$ cat config.mk
export PLATFORM = sky130hd
export DESIGN_NAME = addr_decoder_cfg_writer
export DESIGN_NICKNAME = d
export VERILOG_FILES = /design/src/rtl/ubitz_dock_cfg_pkg.sv /design/src/rtl/addr_decoder_cfg_writer.sv
export SDC_FILE = /design/constraint.sdc
export NUM_CORES = 1
export LEC_CHECK = 0
export CAP_MARGIN = 20
export CORE_ASPECT_RATIO = 0.8
export CORE_MARGIN = 1
export CORE_UTILIZATION = 46
export DETAILED_ROUTE_END_ITERATION = 12
export PLACE_DENSITY = 0.77
export SKIP_LAST_GASP = 1
export SLEW_MARGIN = 40
export SYNTH_ARGS = -nofsm -noshare
export SYNTH_HDL_FRONTEND = slang
export SYNTH_SLANG_ARGS = --single-unit
$ cat constraint.sdc
create_clock -name clk -period 2.02 [get_ports clk]
set_input_delay 0.303 -clock clk [delete_from_list [all_inputs] [get_ports clk]]
set_output_delay 0.303 -clock clk [all_outputs]
set_load 0.01 [all_outputs]
$ cat src/rtl/ubitz_dock_cfg_pkg.sv
// rtl/ubitz_dock_cfg_pkg.sv - shared addr_decoder cfg map: byte count, region offsets, op codes
package ubitz_dock_cfg_pkg;

  localparam int         DEF_ADDR_W   = 32;
  localparam logic [7:0] IRQ_CFG_BASE = 8'hC0;

  localparam logic [7:0] OP_RW = 8'hFF;
  localparam logic [7:0] OP_WO = 8'h00;
  localparam logic [7:0] OP_RO = 8'h01;

  function automatic int cfg_bytes(input int addr_w);
    return (addr_w + 7) / 8;
  endfunction

  localparam int CFG_BYTES = cfg_bytes(DEF_ADDR_W);

  // Map order: BASE bytes, MASK bytes, one SLOT byte per window, one OP byte per window.
  function automatic int mask_off(input int num_win, input int cb);
    return num_win * cb;
  endfunction

  function automatic int slot_off(input int num_win, input int cb);
    return 2 * mask_off(num_win, cb);
  endfunction

  function automatic int op_off(input int num_win, input int cb);
    return slot_off(num_win, cb) + num_win;
  endfunction

endpackage

$ cat src/rtl/addr_decoder_cfg_writer.sv
// rtl/addr_decoder_cfg_writer.sv - serializes window descriptors into addr_decoder cfg byte writes
module addr_decoder_cfg_writer #(
  parameter int         ADDR_W       = 32,
  parameter int         NUM_WIN      = 16,
  parameter int         NUM_SLOTS    = 5,
  parameter int         WR_GAP       = 0,
  parameter logic [7:0] IRQ_CFG_BASE = ubitz_dock_cfg_pkg::IRQ_CFG_BASE
) (
  input  logic              clk,
  input  logic              rst_n,
  input  logic              cmd_valid,
  output logic              cmd_ready,
  input  logic [7:0]        cmd_win,
  input  logic [ADDR_W-1:0] cmd_base,
  input  logic [ADDR_W-1:0] cmd_mask,
  input  logic [2:0]        cmd_slot,
  input  logic [7:0]        cmd_op,
  output logic              cfg_we,
  output logic [7:0]        cfg_addr,
  output logic [7:0]        cfg_wdata,
  output logic              busy,
  output logic              done,
  output logic              err
);
  import ubitz_dock_cfg_pkg::*;

  localparam int CB   = cfg_bytes(ADDR_W);
  localparam int DW   = 8 * CB;
  localparam int MOFF = mask_off(NUM_WIN, CB);
  localparam int SOFF = slot_off(NUM_WIN, CB);
  localparam int OOFF = op_off(NUM_WIN, CB);
  localparam bit MAP_FITS = (OOFF + NUM_WIN - 1) < int'(IRQ_CFG_BASE);
  localparam int BW = (CB > 1) ? $clog2(CB) : 1;
  localparam int GW = (WR_GAP > 0) ? $clog2(WR_GAP + 1) : 1;
  localparam logic [BW-1:0] LAST_B = BW'(CB - 1);

  localparam logic [3:0] IDLE  = 4'd0;
  localparam logic [3:0] CHECK = 4'd1;
  localparam logic [3:0] BASE  = 4'd2;
  localparam logic [3:0] MASK  = 4'd3;
  localparam logic [3:0] SLOT  = 4'd4;
  localparam logic [3:0] OP    = 4'd5;
  localparam logic [3:0] GAP   = 4'd6;
  localparam logic [3:0] DONE  = 4'd7;
  localparam logic [3:0] ERR   = 4'd8;

  logic [3:0]        state_q, state_d, ret_q, ret_d;
  logic [BW-1:0]     byte_q, byte_d;
  logic [GW-1:0]     gap_q, gap_d;
  logic [7:0]        win_q, win_d, op_q, op_d;
  logic [ADDR_W-1:0] base_q, base_d, mask_q, mask_d;
  logic [2:0]        slot_q, slot_d;
  logic              we_q, we_d, live_q;
  logic [7:0]        addr_q, addr_d, wdata_q, wdata_d;

  logic              issue;
  logic [3:0]        iss_st, nxt_st;
  logic [BW-1:0]     iss_b, nxt_b;
  int                win_i, b_i;

  assign win_i = int'(win_q);
  assign b_i   = int'(iss_b);

  // State names a write that is on the bus this cycle; GAP parks the next one in ret_q/byte_q.
  always_comb begin
    state_d = state_q;  ret_d  = ret_q;   byte_d = byte_q;  gap_d  = gap_q;
    win_d   = win_q;    base_d = base_q;  mask_d = mask_q;  slot_d = slot_q;  op_d = op_q;
    we_d    = 1'b0;     addr_d = addr_q;  wdata_d = wdata_q;
    issue   = 1'b0;     iss_st = BASE;    iss_b  = '0;
    nxt_st  = DONE;     nxt_b  = '0;
    case (state_q)
      IDLE: if (cmd_valid && cmd_ready) begin
        state_d = CHECK;
        win_d = cmd_win;  base_d = cmd_base;  mask_d = cmd_mask;
        slot_d = cmd_slot;  op_d = cmd_op;
      end
      CHECK: begin
        if (win_i >= NUM_WIN || int'(slot_q) >= NUM_SLOTS || !MAP_FITS) state_d = ERR;
        else issue = 1'b1;
      end
      BASE, MASK, SLOT, OP: begin
        if ((state_q == BASE || state_q == MASK) && byte_q != LAST_B) begin
          nxt_st = state_q;
          nxt_b  = byte_q + 1'b1;
        end else begin
          case (state_q)
            BASE:    nxt_st = MASK;
            MASK:    nxt_st = SLOT;
            SLOT:    nxt_st = OP;
            default: nxt_st = DONE;
          endcase
        end
        if (WR_GAP == 0) begin
          if (nxt_st == DONE) state_d = DONE;
          else begin issue = 1'b1; iss_st = nxt_st; iss_b = nxt_b; end
        end else begin
          state_d = GAP;  ret_d = nxt_st;  byte_d = nxt_b;  gap_d = GW'(WR_GAP - 1);
        end
      end
      GAP: begin
        if (gap_q == '0) begin
          if (ret_q == DONE) state_d = DONE;
          else begin issue = 1'b1; iss_st = ret_q; iss_b = byte_q; end
        end else gap_d = gap_q - 1'b1;
      end
      default: state_d = IDLE;
    endcase

    if (issue) begin
      state_d = iss_st;
      byte_d  = iss_b;
      we_d    = 1'b1;
      case (iss_st)
        BASE: begin
          addr_d  = 8'(win_i * CB + b_i);
          wdata_d = 8'(DW'(base_q) >> (8 * b_i));
        end
        MASK: begin
          addr_d  = 8'(MOFF + win_i * CB + b_i);
          wdata_d = 8'(DW'(mask_q) >> (8 * b_i));
        end
        SLOT: begin
          addr_d  = 8'(SOFF + win_i);
          wdata_d = {5'b0, slot_q};
        end
        default: begin
          addr_d  = 8'(OOFF + win_i);
          wdata_d = op_q;
        end
      endcase
    end
  end

  always_ff @(posedge clk) begin
    if (!rst_n) begin
      state_q <= IDLE;  ret_q  <= IDLE;  byte_q <= '0;  gap_q <= '0;
      win_q   <= '0;    base_q <= '0;    mask_q <= '0;  slot_q <= '0;  op_q <= '0;
      we_q    <= 1'b0;  addr_q <= '0;    wdata_q <= '0; live_q <= 1'b0;
    end else begin
      state_q <= state_d;  ret_q  <= ret_d;   byte_q <= byte_d;  gap_q <= gap_d;
      win_q   <= win_d;    base_q <= base_d;  mask_q <= mask_d;  slot_q <= slot_d;  op_q <= op_d;
      we_q    <= we_d;     addr_q <= addr_d;  wdata_q <= wdata_d; live_q <= 1'b1;
    end
  end

  assign cmd_ready = live_q && (state_q == IDLE);
  assign busy      = (state_q != IDLE);
  assign done      = (state_q == DONE);
  assign err       = (state_q == ERR);
  assign cfg_we    = we_q;
  assign cfg_addr  = addr_q;
  assign cfg_wdata = wdata_q;

endmodule
==> impl_results.md, run 1 <==
- Outcome: finished, violations left
- Violations in the final reports: negative setup slack
- Largest net degree at the start of global routing: 84
- Max Clock Skew: 0.00543 ns
- Xor and xnor area share after synthesis: 0.179%
- Period minus WS final: 2.06 ns
- Chip Width: 117 µm
- Portion of synthesized cell area occupied by the leading cell type: 43.8%
- Most frequent cells in the layout: 192 x sky130_fd_sc_hd__nand2_1, 102 x sky130_fd_sc_hd__dfxtp_1, 101 x sky130_fd_sc_hd__clkdlybuf4s50_1
- Gp weighted congestion: 0.939
- Fraction of synthesis flops using an asynchronous set or reset pin: 0%
- Slew Viols, Final: 0
- P&R area growth vs syn: 37.7%
- Maximum net fanout on the critical path: 5
- Global-route wire length before repair: 22.7 mm
- Area of the multi-input gates: 2640 µm²
- Antenna diode instance count: 0
- Aggregate global routing overflow: 0
- Final routed wirelength across all metal layers: 14.5 mm
- Main flop type after synthesis: sky130_fd_sc_hd__dfxtp_1
- Core ar.: 10300 µm²
- Required time at the endpoint of the critical path: 2.26 ns
- Power density of the placed cells: 762 nW/µm²
- Number of fill cells in the layout: 849
- Via total after detailed routing: 4804
- Boundary Pins: 107
- Die footprint: 11100 µm²
- Register area share after synthesis: 43.8%
- Antenna violations before repair: 0
- ANT nets after route: 0
- Post-detailed-route via-to-cell ratio: 5.55
- Data arrival, critical path: 2.31 ns
- Average size of a mapped cell: 8.01 µm²
- Warnings, synthesis: 0
- # H-tree levels: 3
- Final setup violation count: 2
- Setup repair after global routing missed its margin: true
- Clock tree root driver cell: sky130_fd_sc_hd__clkbuf_16
- Multiplexer fraction of the synthesized cell area: 2.30%
- Adder-cell share of the synthesized area: 1.02%
- Peak VDD IR: 0.544 mV
- IO buf count: 106
- Number of design rule violations left after detail routing: 0
- Static power due to leakage: 0.00249 µW
- Largest family of logic cells by synthesized area: compound AO/OA/AOI/OAI gates
- Total nets after synthesis: 701
- Unique cell type count in the Yosys netlist: 49
- Cell taking the most area after synthesis: sky130_fd_sc_hd__dfxtp_1
- Flops & latches, synth: 107
- Number of buffers inserted by hold repair at cts: 0
- Most common cell after layout, fill and taps aside: sky130_fd_sc_hd__nand2_1
- Maximum frequency from static timing analysis: 484 MHz
- Flop2flop setup slack: -0.04 ns
- Number of buffers created by CTS: 9
- Detailed-router iteration count before antenna repair: 5
- Cell count after synthesis: 611
- HPWL Detailed: 10.7 mm
- Worst hold margin: 0.368 ns
- Setup crit end kind: register
- Effective utilization at floorplan: 47.6%
- Setup Total Neg Slack: -0.0456 ns
- Share of cells above drive strength 1: 12.3%
- Cell types with the largest area share after synthesis: sky130_fd_sc_hd__dfxtp_1 44%, sky130_fd_sc_hd__nand2_1 15%, sky130_fd_sc_hd__a21boi_0 6.3%, sky130_fd_sc_hd__a21oi_1 5.1%, sky130_fd_sc_hd__clkbuf_1 2.5%
- Complex-gate fraction of the synthesized area: 25.8%
- Net total in the final layout: 811
- Netlist area before placement: 4890 µm²
- Post-CTS clock slew at the launch and capture registers of the worst setup and hold paths: 0.07 ns
- Routed wirelength normalized by instance count: 16.7 µm
- Post-synth EDFFs: 0
- Vertical extent of the die: 94.3 µm
- Drt initial violations: 384
- All-layer global routing usage: 26.3%
- Vias in the first global route: 4576
- Site row count: 33
- Number of hold-slack violations in the final timing report: 0
- Clock insertion delay at the later pin of the skew report: 0.35 ns
- Path type of the worst min-delay path: in -> reg
- Slew at the pin closest to its max-slew limit: 0.531 ns
- Clock sinks: 107
- Area occupied by registers: 2150 µm²
- Number of max-cap violations: 0
- Share of the cycle needed by the critical path after routing: 102%
- Critical path startpoint category: register
- Basic-gate share of the synthesized area counting and, or, nand and nor cells: 21.7%
- CTS tree: done
- Crit path kind: reg -> reg
- Worst Slack Setup Final: -0.0449 ns
- Remaining max-slew budget at the tightest pin: 64.6%
- Maximum buffer depth of the clock tree: 2
==> where the power goes <==
group | switching (µW) | internal, µW | total (µW) | leakage (µW)
registers | 110 | 2240 | 2350 | 0.000876
logic | 383 | 450 | 833 | 0.00145
clock network | 812 | 1140 | 1950 | 0.000161
total | 1310 | 3830 | 5130 | 0.00249
==> registers in the layout (all words and copies together), names as in the netlist, 2 cells and up <==
name	flops
base_q	32
op_q	8
mask_q	32
byte_q	2
cfg_wdata	8
slot_q	3
state_q	4
win_q	8
cfg_addr	8
==> worst max-delay path, stage by stage (launching register included) <==
cell	delay, ns
sky130_fd_sc_hd__dfxtp_4	0.36
sky130_fd_sc_hd__ha_4	0.15
sky130_fd_sc_hd__or3_4	0.38
sky130_fd_sc_hd__buf_4	0.16
sky130_fd_sc_hd__a21o_4	0.22
sky130_fd_sc_hd__a221oi_2	0.27
sky130_fd_sc_hd__o21ai_0	0.12
sky130_fd_sc_hd__o31a_1	0.28
==> worst paths after layout <==
path,startpoint,endpoint,cells past startpoint
worst min register to register,base_q[19],base_q[19],2
worst min-delay path,rst_n,live_q,1
worst max register to register,byte_q[0],cfg_wdata[2],7
worst max-delay path,byte_q[0],cfg_wdata[2],7
==> routing by layer <==
metal | up-vias | GRT usage [%] | routed length, µm
li1 | 2332 | - | -
met2 | 221 | 42.0 | 6600
met1 | 2225 | 34.1 | 6400
met4 | 0 | 9.63 | 288
met3 | 26 | 6.92 | 1220
met5 | - | 0 | 0
==> final cells by class <==
type,instances,share of cell area [%]
Clock inverter,6,1.43
Sequential cell,107,32.0
Multi-Input combinational cell,451,39.2
Clock buffer,10,3.55
Tap cell,140,2.60
Timing Repair Buffer,147,21.0
Inverter,5,0.279
==> cell families after synthesis <==
kind of cell | count (synthesis)
buffers and inverters | 53
adder cells (fa/ha/maj) | 4
XOR/XNOR | 1
flip-flops | 107
AND/OR/NAND/NOR | 253
multiplexers | 10
AO/OA/AOI/OAI | 183
==> synth_stat cells, types with 2 or more instances <==
cell / n
sky130_fd_sc_hd__nand2b_1: 7
sky130_fd_sc_hd__inv_1: 5
sky130_fd_sc_hd__a211oi_1: 3
sky130_fd_sc_hd__o32a_1: 11
sky130_fd_sc_hd__o21a_1: 5
sky130_fd_sc_hd__a21oi_1: 50
sky130_fd_sc_hd__a21boi_1: 9
sky130_fd_sc_hd__nand2_1: 192
sky130_fd_sc_hd__nand4b_1: 2
sky130_fd_sc_hd__nor4_1: 4
sky130_fd_sc_hd__mux2_2: 10
sky130_fd_sc_hd__a31oi_1: 7
sky130_fd_sc_hd__nand3b_1: 2
sky130_fd_sc_hd__a21boi_0: 41
sky130_fd_sc_hd__ha_1: 4
sky130_fd_sc_hd__a221oi_1: 10
sky130_fd_sc_hd__o21ai_0: 20
sky130_fd_sc_hd__buf_6: 2
sky130_fd_sc_hd__a211o_1: 9
sky130_fd_sc_hd__a311oi_1: 3
sky130_fd_sc_hd__clkbuf_1: 32
sky130_fd_sc_hd__buf_4: 4
sky130_fd_sc_hd__nor2_1: 21
sky130_fd_sc_hd__a21o_1: 3
sky130_fd_sc_hd__and2_1: 7
sky130_fd_sc_hd__dfxtp_1: 107
sky130_fd_sc_hd__nor3b_1: 3
sky130_fd_sc_hd__and3_1: 2
sky130_fd_sc_hd__nor2b_1: 3
sky130_fd_sc_hd__a22oi_1: 3
sky130_fd_sc_hd__nor3_1: 2
sky130_fd_sc_hd__nand3_1: 3
sky130_fd_sc_hd__nor4b_1: 2
sky130_fd_sc_hd__buf_2: 8
==> what timing repair did <==
action                     CTS  global route
gates cloned                 0             0
resized for setup           11            11
setup endpoints to repair   13            11
buffers inserted             2             1
pin swaps                    1             4
==> per-stage QoR <==
stage	total power, µW	setup WS (ns)	cells	util (%)	instance area [µm²]
3_5_place_dp	3200	-0.131	847	61.2	6290
3_3_place_gp	3170	-0.0387	847	61.2	6290
6_report	5130	-0.0449	866	65.5	6740
2_1_floorplan	2780	-0.128	611	-	4960
5_1_grt	5320	-0.0862	866	65.5	6740
4_1_cts	5140	-0.0832	865	64.9	6670
No activity file was read; power rests on OpenSTA's default activity.
==> run 2: changes to the inputs <==
ABC_CLOCK_PERIOD_IN_PS = 2020   (was unset)
PLACE_DENSITY = 0.81   (was 0.77)
==> run 2 against run 1 <==
  * The run now ends clean
  * First-iteration DRC count grew 7.6%
  * Clock skew shrank 0.00071 ns
  * Fmax grew 2.8%
  * Non-clock buffer count shrank 7
  * Core utilization shrank 1.2 points
  * Register-to-register slack gained 0.06 ns
  * Cell count shrank 0.81%
  * Combinational power shrank 0.8%
  * Critical path depth is the same
  * Final area shrank 1.8%
  * Critical endpoint is now cfg_wdata[3]
==> impl_results.md, run 2 (same netlist as run 1, synthesis figures left out) <==
- Placed Instance Area: 6270 µm²
- Drt initial violations: 413
- Effective utilization at floorplan: 47.6%
- Clock network power share: 34.8%
- Setup Total Neg Slack: 0 ns
- Final setup violation count: 0
- Required time at the endpoint of the critical path: 2.26 ns
- Site row count: 33
- Slew Viols, Final: 0
- Vias in the first global route: 4542
- Antenna diode instance count: 0
- Aggregate global routing overflow: 0
- Most common cell after layout, fill and taps aside: sky130_fd_sc_hd__nand2_1
- Critical path startpoint category: register
- Die footprint: 11100 µm²
- Total internal power: 3540 µW
- Net total in the final layout: 804
- Most frequent cells in the layout: 192 x sky130_fd_sc_hd__nand2_1, 102 x sky130_fd_sc_hd__clkdlybuf4s50_1, 101 x sky130_fd_sc_hd__dfxtp_1
- Maximum net fanout on the critical path: 10
- Outcome: finished clean
- Clock sinks: 107
- Routed wirelength normalized by instance count: 16.5 µm
- P&R area growth vs syn: 35.2%
- Post-Place Cells: 840
- ANT nets after route: 0
- Number of hold-slack violations in the final timing report: 0
- Area of the multi-input gates: 2600 µm²
- Number of buffers created by CTS: 9
- Data arrival, critical path: 2.25 ns
- CTS tree: done
- Vertical extent of the die: 94.3 µm
- Switching Fraction: 27.2%
- Gp weighted congestion: 0.876
- Remaining max-slew budget at the tightest pin: 68.3%
- Clock insertion delay at the later pin of the skew report: 0.35 ns
- Worst setup timing slack at the placement stage: -0.0281 ns
- Maximum frequency from static timing analysis: 498 MHz
- Post-detailed-route via-to-cell ratio: 5.50
- Reported net switching power: 1320 µW
- Static power due to leakage: 0.00243 µW
- Chip Width: 117 µm
- Max Clock Skew: 0.00472 ns
- Global-route wire length before repair: 22.9 mm
- Slew at the pin closest to its max-slew limit: 0.473 ns
- Setup repair after global routing missed its margin: true
- Post-CTS clock slew at the launch and capture registers of the worst setup and hold paths: 0.07 ns
- IO buf count: 106
- Peak VDD IR: 0.395 mV
- Number of max-cap violations: 0
- Post-route core utilization: 64.3%
- Crit path kind: reg -> reg
- Boundary Pins: 107
- Number of buffers inserted by hold repair at cts: 0
- Number of fill cells in the layout: 844
- Largest net degree at the start of global routing: 84
- Clock tree root driver cell: sky130_fd_sc_hd__clkbuf_16
- Area occupied by registers: 2150 µm²
- Top flop regs: base_q: 32 flops, mask_q: 32 flops
- Period minus WS final: 2.01 ns
- Maximum buffer depth of the clock tree: 2
- Power density of the placed cells: 736 nW/µm²
- Worst Slack Setup Final: 0.0114 ns
- Final routed wirelength across all metal layers: 14.1 mm
- Detailed-router iteration count before antenna repair: 6
- Non-filler cells in the finished layout: 859
- # H-tree levels: 3
- Path type of the worst min-delay path: reg -> reg
- Core ar.: 10300 µm²
- Logic pwr share: 17.0%
- All-layer global routing usage: 26.5%
- Setup crit end kind: register
- Cell area after layout: 6610 µm²
- Share of cells above drive strength 1: 11.1%
- HPWL Detailed: 10.3 mm
- Number of design rule violations left after detail routing: 0
- Share of the cycle needed by the critical path after routing: 99.4%
- Antenna violations before repair: 0
- Via total after detailed routing: 4728
- Sequential share of power: 48.2%
==> run 2: what timing repair did <==
item / CTS / global route
setup endpoints to repair: 9 / 13
pin swaps: 0 / 3
setup buffers: 0 / 3
resized for setup: 10 / 5
==> run 2: worst paths after layout <==
check,to,slack [ns],start,cells past startpoint
worst max-delay path,cfg_wdata[3],0.01,byte_q[0],7
worst min-delay path,base_q[19],0.46,base_q[19],2
worst max register to register,cfg_wdata[3],0.01,byte_q[0],7
worst min register to register,base_q[19],0.46,base_q[19],2
==> run 2: per-layer routing <==
| metal | routed length, µm | global-route usage [%] | vias up |
|---|---|---|---|
| li1 | - | - | 2317 |
| met1 | 6400 | 34.4 | 2213 |
| met2 | 6430 | 42.4 | 179 |
| met3 | 1080 | 7.52 | 19 |
| met4 | 227 | 8.33 | 0 |
| met5 | 0 | 0 | - |
==> run 2: critical path: stages, from the launching register on <==
cell and delay [ns]:
sky130_fd_sc_hd__dfxtp_2 0.35, sky130_fd_sc_hd__ha_4 0.16, sky130_fd_sc_hd__or3_4 0.39, sky130_fd_sc_hd__a21oi_4 0.17
sky130_fd_sc_hd__buf_12 0.16, sky130_fd_sc_hd__mux2_4 0.30, sky130_fd_sc_hd__a221oi_2 0.25, sky130_fd_sc_hd__a31oi_1 0.11
==> run 2: cell type report <==
class	count	share of cell area, %
well taps	140	2.65
inverters	5	0.284
clock inverters	7	0.946
multi-input cells	451	39.3
clock buffers	9	3.41
repair buffers	140	20.9
flip-flops and latches	107	32.5
==> run 2: per-stage QoR <==
step	hold WS, ns	power (µW)
2_1_floorplan	0.331	2780
3_3_place_gp	0.447	3170
3_5_place_dp	0.452	3200
4_1_cts	0.463	4870
5_1_grt	0.479	5060
6_report	0.461	4870
==> run 2: power by group through the flow <==
stage               combinational, µW  clock (µW)  sequential (µW)
floorplan                         413           0             2360
global placement                  787           0             2390
detailed placement                808           0             2390
CTS                               818        1720             2340
global route                      899        1800             2360
finish                            826        1690             2350
==> run 3: changes to the inputs <==
ABC_CLOCK_PERIOD_IN_PS = 2400   (was 2020)
CORE_UTILIZATION = 55   (was 46)
CTS_CLUSTER_SIZE = 24   (was unset)
PLACE_DENSITY = 0.9   (was 0.81)
clock period = 2.4 ns   (was 2.02 ns; I/O delays follow)
==> run 3 against run 2 <==
  * Count of clock-buffer cells in the layout is 1 higher
  * Global-route usage grew 3.5 points
  * Final area is 4.8% lower
  * Non-clock buffer count shrank 9
  * Power decreased by 21%
  * Sequential cell count unchanged
  * Highest routed layer unchanged
==> impl_results.md, run 3 (same netlist as run 1, synthesis figures left out) <==
- Outcome: finished clean
- Vertical extent of the die: 86.4 µm
- Site row count: 30
- Post-detailed-route via-to-cell ratio: 5.86
- All-layer global routing usage: 30.0%
- Static power due to leakage: 0.00229 µW
- Non-filler cells in the finished layout: 822
- Final routed wirelength across all metal layers: 13.6 mm
- Slew Viols, Final: 0
- ANT nets after route: 0
- Max Clock Skew: 0.0153 ns
- Post-Place Cells: 805
- Required time at the endpoint of the critical path: 2.65 ns
- Most common cell after layout, fill and taps aside: sky130_fd_sc_hd__nand2_1
- Top flop regs: base_q: 32 flops, mask_q: 32 flops
- Setup Total Neg Slack: 0 ns
- Detailed-router iteration count before antenna repair: 6
- Net total in the final layout: 795
- Remaining max-slew budget at the tightest pin: 54.8%
- P&R area growth vs syn: 28.7%
- Number of design rule violations left after detail routing: 0
- Core ar.: 8560 µm²
- Power after layout: 3820 µW
- Clock insertion delay at the later pin of the skew report: 0.38 ns
- WHS Path Cells: 2
- HPWL Detailed: 9.88 mm
- Logic depth of the worst register-to-register path: 6
- Final setup violation count: 0
- CTS tree: done
- Drt initial violations: 427
- Boundary Pins: 107
- Antenna diode instance count: 0
- Number of buffers created by CTS: 9
- Path type of the worst min-delay path: reg -> reg
- Gp weighted congestion: 0.875
- Global-route wire length before repair: 21.7 mm
- Maximum frequency from static timing analysis: 441 MHz
- Number of fill cells in the layout: 625
- Chip Width: 107 µm
- # H-tree levels: 3
- Crit path kind: reg -> reg
- IO buf count: 106
- Data arrival, critical path: 2.51 ns
- Routed wirelength normalized by instance count: 16.6 µm
- Most frequent cells in the layout: 192 x sky130_fd_sc_hd__nand2_1, 105 x sky130_fd_sc_hd__dfxtp_1, 105 x sky130_fd_sc_hd__clkdlybuf4s50_1
- Peak VDD IR: 0.316 mV
- Setup crit end kind: register
- Effective utilization at floorplan: 57.2%
- Maximum net fanout on the critical path: 11
- Share of cells above drive strength 1: 8.03%
- Worst hold margin: 0.467 ns
- Critical path startpoint category: register
- Maximum buffer depth of the clock tree: 2
- Slew at the pin closest to its max-slew limit: 0.669 ns
- Number of hold-slack violations in the final timing report: 0
- Power density of the placed cells: 607 nW/µm²
- Post-CTS clock slew at the launch and capture registers of the worst setup and hold paths: 0.11 ns
- Aggregate global routing overflow: 0
- Clock tree root driver cell: sky130_fd_sc_hd__clkbuf_8
- Via total after detailed routing: 4818
- Clock sinks: 107
- Die footprint: 9280 µm²
- Number of max-cap violations: 0
- Largest net degree at the start of global routing: 69
- Setup repair after global routing missed its margin: false
- Vias in the first global route: 4631
- Antenna violations before repair: 0
- Share of the cycle needed by the critical path after routing: 94.4%
- Period minus WS final: 2.27 ns
[run 3: cell count changes in the layout (fill, tap and decap cells not counted), moves of 5 or more]
cell,before,now
sky130_fd_sc_hd__mux2_4,5,0
sky130_fd_sc_hd__a221oi_1,5,10
sky130_fd_sc_hd__buf_4,29,24
sky130_fd_sc_hd__clkbuf_8,0,10
sky130_fd_sc_hd__clkbuf_16,9,0
sky130_fd_sc_hd__mux2_2,5,10
sky130_fd_sc_hd__a221oi_2,5,0
[run 3: final cells by class]
cell class | instances | area (µm²) | area share (%)
timing repair buffer | 131 | 1260 | 20.1
multi-input combinational | 451 | 2520 | 39.9
clock inverter | 6 | 77.6 | 1.23
tap | 112 | 140 | 2.22
inverter | 5 | 18.8 | 0.298
clock buffer | 10 | 138 | 2.19
sequential | 107 | 2140 | 34.0
[run 3: metal layers]
metal  GRT usage (%)  share of wire [%]
met1            36.9                 42
met2            50.7                 46
met3            6.69                7.9
met4            13.0                3.4
met5               0                  0
[run 3: through the flow]
stage               utilization [%]  worst slack, ns  cell area [µm²]
CTS                            73.4          0.00222             6280
global placement               70.9            0.302             6060
global route                   73.6           0.0357             6300
detailed placement             70.9            0.202             6060
floorplan                         -            0.195             4890
finish                         73.6            0.134             6300
[run 3: path summary, 6_finish.rpt]
path              slack, ns            to       start
setup / recovery       0.13  cfg_wdata[4]   byte_q[0]
hold / removal         0.47    base_q[21]  base_q[21]
setup reg to reg       0.13  cfg_wdata[4]   byte_q[0]
hold reg to reg        0.47    base_q[21]  base_q[21]
[run 3: critical path, cell delays in order (launching register included)]
cell                       delay, ns
sky130_fd_sc_hd__dfxtp_1        0.38
sky130_fd_sc_hd__ha_1           0.23
sky130_fd_sc_hd__or3_1          0.36
sky130_fd_sc_hd__a21oi_4        0.36
sky130_fd_sc_hd__mux2_2         0.38
sky130_fd_sc_hd__a221oi_1       0.29
sky130_fd_sc_hd__a31oi_1        0.13
[run 3: timing repair]
item | CTS | global route
hold buffers | 0 | 0
resized for setup | 0 | 4
setup endpoints to repair | 0 | 2
setup buffers | 0 | 1
[run 3: report_power, final]
group / switching [µW] / internal [µW]
Sequential: 86.5 / 1890
Clock: 661 / 536
Combinational: 306 / 349
==> RTL change, RTL diff (config.mk and constraints of run 3) <==
Reset style: asynchronous (`rst_n`), changed in one clocked block.
--- a/src/rtl/addr_decoder_cfg_writer.sv
+++ b/src/rtl/addr_decoder_cfg_writer.sv
@@ -133,3 +133,3 @@
 
-  always_ff @(posedge clk) begin
+  always_ff @(posedge clk or negedge rst_n) begin
     if (!rst_n) begin
Check against the original RTL: differs if rst_n is asserted again (counterexample within 4 cycles, from zero or initial values and one cycle with rst_n low); with rst_n held inactive, the same outputs for 10 cycles.
==> RTL change against run 3 <==
  * Synthesized area rose by 5.0%
  * Fmax fell by 0.14%
  * Global-route usage fell by 2.8 points
  * Wire length fell by 10%
  * Worst setup slack got worse by 0.0032 ns
  * Design area rose by 6.0%
  * Sequential cell count did not move
  * Synthesized cell count fell by 32%
  * Die area rose by 4.9%
  * Worst hold slack improved by 0.013 ns
  * Largest cell class is now sequential cells
  * Highest routed layer unchanged
Power is not compared: it rests on default switching activity, and its combinational part moved more than twofold at a synthesized area within 25%.
==> RTL change: results (changes against run 3) <==
SYNTH
--------------------------------------------------------------------------------------------------
Synthesized Nets                                                                               504   -28%
Parity-gate share of the synthesized area counting xor and xnor cells                      0.00511   +0.00332
Proportion of synthesized flip-flops having asynchronous set or reset                         1.00   +1.00
Sequential share of the synthesized area                                                     0.521   +0.0833
Multiplexer fraction of the synthesized cell area                                            0.212   +0.189
Netlist cell types                                                                              62   +27%
Share of synthesized cell area in full adder, half adder and majority cells                0.00974   -0.000488
Mapped Avg Cell Area                                                                    12.4 sq um   +55%
Compound-gate portion of the synthesized area                                                0.121   -0.137

FINISH
--------------------------------------------------------------------------------------------------
Number of nets in the finished design                                                          612   -23%
Count of placed standard cells in the final layout, fillers left out                           642   -22%
Share of layout cells above drive strength 1                                                 0.271   +0.191

DETAILED ROUTING
--------------------------------------------------------------------------------------------------
Detail-routed via count per cell                                                              5.94   +1.4%
DRC marker count from the first detailed-route iteration                                       243   -43%

HOLD PATH
--------------------------------------------------------------------------------------------------
Hold EP                                                                                cfg_addr[4]

CLOCK TREE
--------------------------------------------------------------------------------------------------
Clock tree root buffer cell                                                           sky130_fd_sc_hd__clkbuf_16
Clk Latency, worst-skew pair                                                               0.35 ns   -0.03 ns
Clock transition time at the flip-flop clock pins of the worst setup and hold paths        0.07 ns   -0.04 ns

GRT
--------------------------------------------------------------------------------------------------
First-pass GRT wire length                                                                 19.4 mm   -10%
Maximum number of pins on one net before global-route repair                                    75   +8.7%
All-layer global routing usage                                                               0.272   -0.0282
Via count of the first global-routing pass                                                    3905   -16%

CRITICAL PATH
--------------------------------------------------------------------------------------------------
Reg2reg setup slack                                                                        0.17 ns   +0.04 ns
Arrival @ worst endpoint                                                                   1.91 ns   -0.60 ns
Depth of the worst register-to-register path                                                     7   +1

OUTCOME
--------------------------------------------------------------------------------------------------
Outcome                                                                               finished clean

PLACED DESIGN
--------------------------------------------------------------------------------------------------
GP Congestion                                                                                0.865   -1.1%
Number of placed instances, taps included                                                      624   -22%

STA
--------------------------------------------------------------------------------------------------
Hold Worst Slack                                                                          0.480 ns   +0.0130 ns

## RTL change: changes by cell type after synthesis, moves of 9 or more
cell / before / now
sky130_fd_sc_hd__mux2_2: 10 / 83
sky130_fd_sc_hd__dfxtp_1: 107 / 0
sky130_fd_sc_hd__dfrtp_1: 0 / 107
sky130_fd_sc_hd__nand2_1: 192 / 26
sky130_fd_sc_hd__a21oi_1: 50 / 10
sky130_fd_sc_hd__a21boi_1: 9 / 0
sky130_fd_sc_hd__a21boi_0: 41 / 0
sky130_fd_sc_hd__clkbuf_1: 32 / 8
sky130_fd_sc_hd__o32a_1: 11 / 2
## RTL change: per-layer routing
layer  vias up  global-route usage  routed length [um]  part of all wire
li1       1729                   -                   -                 -
met1      1900               0.345                5040              0.41
met2       164               0.461                6170              0.50
met3        23              0.0707                 823             0.067
met4         0              0.0800                 234             0.019
met5         -                   0                   0                 0
## RTL change: logic make-up after synthesis
family,Yosys count
DFF,107
muxes,92
and+or+nand+nor,86
AOI/OAI and AO/OA,80
buffers and inverters,41
adders and majority gates,4
xor gates and xnor gates,3
other,1
## RTL change: worst max-delay path by stage
stage / depth (start not counted) / end / slack, ns
2_1_floorplan: 9 / cfg_wdata[1] / 0.36
3_3_place_gp: 8 / cfg_wdata[2] / 0.32
3_5_place_dp: 7 / cfg_wdata[5] / 0.19
4_1_cts: 5 / cmd_ready / 0.03
5_1_grt: 5 / cmd_ready / 0.03
6_report: 5 / cmd_ready / 0.13
## RTL change: timing repair
action / 4_1_cts / 5_1_grt
gates resized for setup: 3 / 2
hold buffers: 1 / 0
endpoints found under the hold margin: 33 / 0
buffers inserted: 0 / 1
setup endpoints to repair: 2 / 2
## RTL change: cell type report
type,count,area (sq um)
clock buffer,9,225
clock inverter,7,83.8
fill,622,2400
inverter,12,45.0
multi-input combinational,266,2240
sequential,107,2680
tap,115,144
timing repair buffer,126,1250
## RTL change: per-stage QoR
stage                util  cell area, sq um  worst slack [ns]  total power, mW
floorplan               -              5140             0.359             5.55
global placement    0.698              6340             0.319             6.57
detailed placement  0.698              6340             0.187             6.80
CTS                 0.734              6660            0.0255             8.35
global route        0.735              6670            0.0271             8.82
finish              0.735              6670             0.131             8.34
## RTL change: power by group
part / switching [mW] / leakage [nW] / internal, mW
sequential: 0.678 / 1.26 / 2.71
combinational: 1.55 / 1.34 / 1.89
clock: 0.683 / 0.147 / 0.829
total: 2.91 / 2.75 / 5.43
## RTL change: worst min-delay path, stage by stage, from the launching register on
cell                      delay, ns
sky130_fd_sc_hd__dfrtp_1       0.34
sky130_fd_sc_hd__nand2_1       0.05
sky130_fd_sc_hd__o21ai_0       0.06
